==> src/rtl/parking_gate_arbiter.sv <==
// Shared barrier gate controller: arbitrates entrance/exit lanes, checks the
// entry code with attempt limiting and lockout, and tracks car park occupancy.
module parking_gate_arbiter #(
    parameter int         CAPACITY     = 8,
    parameter logic [3:0] PASSWORD     = 4'b1011,
    parameter int         OPEN_CYCLES  = 16,
    parameter int         PASS_TIMEOUT = 32,
    parameter int         MAX_TRIES    = 3,
    parameter int         LOCK_CYCLES  = 64
) (
    input  logic       clk,
    input  logic       reset,
    input  logic       sensor_entrance,
    input  logic       sensor_exit,
    input  logic [3:0] password,
    input  logic       pass_valid,
    input  logic       car_passed,
    output logic       gate_open,
    output logic       grant_entry,
    output logic       grant_exit,
    output logic       GREEN_LED,
    output logic       RED_LED,
    output logic [2:0] indicator,
    output logic [3:0] countcar,
    output logic       full
);

    typedef enum logic [2:0] {
        IDLE       = 3'b000,
        WAIT_PASS  = 3'b001,
        ENTRY_OPEN = 3'b010,
        EXIT_OPEN  = 3'b011,
        LOCKOUT    = 3'b100
    } state_t;

    localparam int MAX_AB    = (OPEN_CYCLES > PASS_TIMEOUT) ? OPEN_CYCLES : PASS_TIMEOUT;
    localparam int TIMER_MAX = (MAX_AB > LOCK_CYCLES) ? MAX_AB : LOCK_CYCLES;
    localparam int TW        = $clog2(TIMER_MAX);
    localparam int NW        = $clog2(MAX_TRIES + 1);

    state_t          state, state_n;
    logic [TW-1:0]   timer, timer_n;
    logic [NW-1:0]   tries, tries_n, tries_inc;
    logic            wrong_flag, wrong_n;
    logic            last_served, last_n;
    logic [3:0]      count_n;
    logic            full_n;
    logic            exit_ok, entry_ok;

    // Next-state logic; outputs are registered from these next values so they
    // track the state on the same edge the state changes.
    always_comb begin
        state_n   = state;
        timer_n   = timer + TW'(1);
        tries_n   = tries;
        tries_inc = tries + NW'(1);
        wrong_n   = wrong_flag;
        last_n    = last_served;
        count_n   = countcar;
        exit_ok   = sensor_exit && (countcar != 4'd0);
        entry_ok  = sensor_entrance && !full;

        case (state)
            IDLE: begin
                if (exit_ok && (!entry_ok || !last_served)) begin
                    state_n = EXIT_OPEN;
                end else if (entry_ok) begin
                    state_n = WAIT_PASS;
                end
            end
            WAIT_PASS: begin
                if (pass_valid) begin
                    if (password == PASSWORD) begin
                        state_n = ENTRY_OPEN;
                        tries_n = '0;
                        wrong_n = 1'b0;
                    end else if (tries_inc >= NW'(MAX_TRIES)) begin
                        state_n = LOCKOUT;
                        tries_n = tries_inc;
                        wrong_n = 1'b0;
                    end else begin
                        tries_n = tries_inc;
                        wrong_n = 1'b1;
                        timer_n = '0;
                    end
                end else if ((timer == TW'(PASS_TIMEOUT - 1)) || !sensor_entrance) begin
                    state_n = IDLE;
                    tries_n = '0;
                    wrong_n = 1'b0;
                end
            end
            ENTRY_OPEN: begin
                last_n = 1'b0;
                if (car_passed) begin
                    if (countcar < 4'(CAPACITY)) begin
                        count_n = countcar + 4'd1;
                    end
                    state_n = IDLE;
                end else if (timer == TW'(OPEN_CYCLES - 1)) begin
                    state_n = IDLE;
                end
            end
            EXIT_OPEN: begin
                last_n = 1'b1;
                if (car_passed) begin
                    if (countcar != 4'd0) begin
                        count_n = countcar - 4'd1;
                    end
                    state_n = IDLE;
                end else if (timer == TW'(OPEN_CYCLES - 1)) begin
                    state_n = IDLE;
                end
            end
            LOCKOUT: begin
                if (timer == TW'(LOCK_CYCLES - 1)) begin
                    state_n = IDLE;
                    tries_n = '0;
                    wrong_n = 1'b0;
                end
            end
            default: begin
                state_n = IDLE;
            end
        endcase

        if (state_n != state) begin
            timer_n = '0;
        end
        full_n = (count_n == 4'(CAPACITY));
    end

    always_ff @(posedge clk) begin
        if (reset) begin
            state       <= IDLE;
            timer       <= '0;
            tries       <= '0;
            wrong_flag  <= 1'b0;
            last_served <= 1'b1;
            countcar    <= 4'd0;
            full        <= 1'b0;
            gate_open   <= 1'b0;
            GREEN_LED   <= 1'b0;
            grant_entry <= 1'b0;
            grant_exit  <= 1'b0;
            RED_LED     <= 1'b0;
            indicator   <= 3'b000;
        end else begin
            state       <= state_n;
            timer       <= timer_n;
            tries       <= tries_n;
            wrong_flag  <= wrong_n;
            last_served <= last_n;
            countcar    <= count_n;
            full        <= full_n;
            gate_open   <= (state_n == ENTRY_OPEN) || (state_n == EXIT_OPEN);
            GREEN_LED   <= (state_n == ENTRY_OPEN) || (state_n == EXIT_OPEN);
            grant_entry <= (state_n == ENTRY_OPEN);
            grant_exit  <= (state_n == EXIT_OPEN);
            RED_LED     <= full_n || (state_n == LOCKOUT) || ((state_n == WAIT_PASS) && wrong_n);
            indicator   <= state_n;
        end
    end

endmodule

==> config.mk <==
export PLATFORM = sky130hd
export DESIGN_NAME = parking_gate_arbiter
export DESIGN_NICKNAME = d
export VERILOG_FILES = /design/src/rtl/parking_gate_arbiter.sv
export SDC_FILE = /design/constraint.sdc
export NUM_CORES = 1
export LEC_CHECK = 0
export BUFFER_PORTS_ARGS = -buffer_cell sky130_fd_sc_hd__buf_2
export CAP_MARGIN = 20
export CORE_MARGIN = 2
export CORE_UTILIZATION = 45
export DETAILED_ROUTE_END_ITERATION = 10
export PLACE_DENSITY_LB_ADDON = 0.08
export SETUP_SLACK_MARGIN = 0.15
export SLEW_MARGIN = 20
export SYNTH_ARGS = -nofsm -noshare
export SYNTH_HDL_FRONTEND = slang
export SYNTH_SLANG_ARGS = --single-unit
==> constraint.sdc <==
create_clock -name clk -period 2.42 [get_ports clk]
set_input_delay 0.363 -clock clk [delete_from_list [all_inputs] [get_ports clk]]
set_output_delay 0.363 -clock clk [all_outputs]
set_load 0.1 [all_outputs]
==> summary.md <==
| Metric | Value |
|---|---|
| Die Ht | `56.7 um` |
| Fin. max-slew vios | `0` |
| Worst-path fanout max | `6` |
| Initial antenna violation count | `0` |
| Commonest non-fill, non-tap cell in the layout | `buf_2` |
| Antenna Violating Nets Remaining | `0` |
| Predominant post-synthesis flop cell | `dfxtp_1` |
| TNS Setup | `0 ps` |
| Clk sinks | `22` |
| Syn nets | `147` |
| Drt via density | `5.73` |
| Buf/Inv on CP | `1` |
| P per Cell Area | `between 500 and 600 nW/um^2` |
| Synth area leader | `dfxtp_1` |
| Final period util | `between 80% and 90%` |
| Overflow after GRT | `0` |
| Status | `finished clean` |
| Minimum clock period | `2040 ps` |
| Fillers | `around 260` |
| Antenna Cells | `0` |
| Largest net degree at the start of global routing | `15` |
| Setup Buffers After CTS | `0` |
| Clk_lat worst skew | `310 ps` |
| Initial DRT Pass Iterations | `4` |
| Max stage delay on crit path | `370 ps` |
| Fin nets | `approximately 170` |
| Die area | `3210 um^2` |
| Simple-gate share of the synthesized area | `27.7%` |
| RePlAce Congestion | `0.831` |
| Async S/R FF share, synth | `0%` |
| M1 WL | `about 1400 um` |
| H-tree Lvls | `1` |
| Wire length per cell | `15.1 um` |
| Dpl cell area | `1380 um^2` |
| Cell count after synthesis | `between 100 and 150` |
| Slowest-stage cell, CP | `dfxtp_2` |
| Fin worst setup slack | `between 300 and 400 ps` |
| Avg Cell Area, Syn | `9.38 um^2` |
| Endpoints failing setup | `0` |
| Resize count post-CTS | `0` |
| WP data required | `2640 ps` |
| Register area share after synthesis | `a little over a third` |
| Clk slew on worst S/H paths | `130 ps` |
| Rows | `19` |
| Total Wirelength | `2790 um` |
| Iter 0 DRT Violations | `26` |
| Core region area | `2690 um^2` |
| Synth top area share | `between 30% and 40%` |
| Global-route wire length before repair | `roughly 4800 um` |
| CTS tree | `yes` |
| Setup Crit Path Kind | `flop to flop` |
| Gr usage total | `about a fifth` |
| CP cell instances | `inv_1 -> ha_1 -> nor3b_2 -> a2bb2oi_1 -> a21boi_0 -> nor4_1` |
| Via count | `1060` |
| CTS root buffer | `clkbuf_4` |
| Post-synth EDFFs | `0` |
| Hold-fix buffers, CTS | `0` |
| FF+latch count, synth | `22` |
| Worst-margin pin slew | `about 790 ps` |
| Post-synth cell types | `54` |
| Area share of fa/ha/maj cells after synthesis | `4.01%` |
| Synth Area in Compound Gates | `22.8%` |
| Final-report hold violation count | `0` |
| Yosys Warn Count | `0` |
| Clk_skew | `4.18 ps` |
| Num CTS Buffers | `3` |
| Layout area overhead | `13.1%` |
| Max Freq | `490 MHz` |
| Synthesized area | `1250 um^2` |
| Most frequent cells in the layout | `22 x buf_2, 17 x dfxtp_1, 12 x inv_1` |
| Met3 WL | `75 um` |
| Effective utilization at floorplan | `46.4%` |
| Top Metal Used | `met4` |
| HP Class | `primary input to flop` |
| Setup crit start kind | `flop` |
| Max cap viols | `0` |
| Die W | `56.7 um` |
| CP endpoint kind | `flop` |
| # DRC | `0` |
| WP data arrival | `2270 ps` |
| Max Root-Sink Buffers | `2` |
| I/O pin cnt | `23` |
| Setup WS pre-CTS | `458 ps` |
| Post-Synth XOR/XNOR Area | `2.81%` |
| Fin area | `between 1000 and 1500 um^2` |
| Delay-heaviest family, CP | `simple AND/OR/NAND/NOR gates` |
| Leak | `0.574 nW` |
| Max IR drop VDD | `0.000431 V` |
| Largest family of logic cells by synthesized area | `simple AND/OR/NAND/NOR gates` |
| Layout cells sized above 1 | `between 20% and 30%` |
| Number of global-route vias before repair | `approximately 960` |
| Top area cells in the synthesized netlist | `dfxtp_1 35%, ha_1 4.0%, inv_1 3.6%` |
| RSZ-0062 raised after global routing | `false` |
| Met2 wire len | `1330 um` |
| Slew headroom | `46.8%` |
| IO buf count | `22` |
| Post-synthesis mux area share | `1.60%` |
| Final HPWL DP | `2090 um` |
## sequential cells by signal, summed over array words and instances (netlist names)
| name | count |
|---|---|
| wrong_flag | 1 |
| grant_exit | 1 |
| timer | 6 |
| grant_entry | 1 |
| RED_LED | 1 |
| tries | 2 |
| GREEN_LED | 1 |
| countcar | 4 |
| last_served | 1 |
| state | 3 |
| full | 1 |
## layer usage
metal	up-vias	global-route usage (%)
met2	15	30.6
met5	-	0
met3	2	3.69
met4	0	8.16
met1	505	25.9
li1	538	-
## power by group
part,switching [mW],internal (mW),total (mW),leakage [nW]
combinational,0.158,0.0709,0.229,0.372
sequential,0.0202,0.379,0.400,0.180
clock,0.117,0.0919,0.209,0.0210
## cell families after synthesis
logic type                 Yosys count
and+or+nand+nor                     54
AOI/OAI and AO/OA                   30
DFF                                 22
buffers and inverters               17
xor gates and xnor gates             4
adders and majority gates            4
muxes                                2
## through the flow
step                cells  hold WS [ps]  power (mW)  utilization (%)
finish                185           383       0.837             52.5
global route          185           376       0.885             52.5
CTS                   185           393       0.843             52.5
detailed placement    181           458       0.635             51.2
global placement      181           446       0.633             51.2
floorplan             133           433       0.591                -
## worst paths after layout
path                                              from             endpoint  slack (ps)  depth (start not counted)
worst max register to register  countcar[1]$_SDFF_PP0_  timer[2]$_SDFF_PP0_         380                          6
worst min-delay path                             reset  state[0]$_SDFF_PP0_         380                          2
worst min register to register     timer[0]$_SDFF_PP0_  timer[0]$_SDFF_PP0_         480                          1
worst max-delay path            countcar[1]$_SDFF_PP0_  timer[2]$_SDFF_PP0_         380                          6
## cell usage after synthesis, drive strengths merged, types with 3 or more instances
cell   count
a21oi      4
nor3       7
inv       12
nor2b      3
nor4b      3
dfxtp     22
buf        4
ha         4
nor2      10
nand2      6
nand3      5
nor4       6
and2       3
## cell type report
type / count / area, um^2 / area share [%]
Multi-Input combinational cell: 94 / 734 / 52.0
Sequential cell: 22 / 447 / 31.6
Timing Repair Buffer: 22 / 110 / 7.80
Inverter: 12 / 45.0 / 3.19
Tap cell: 31 / 38.8 / 2.75
Clock buffer: 4 / 36.3 / 2.57
## worst register-to-register path, stage by stage, from the launching register on
cell and delay (ps):
dfxtp_2 370, inv_1 80, ha_1 200, nor3b_2 330, a2bb2oi_1 320, a21boi_0 320
nor4_1 340
Note: power is estimated with default switching activity, not from simulation.
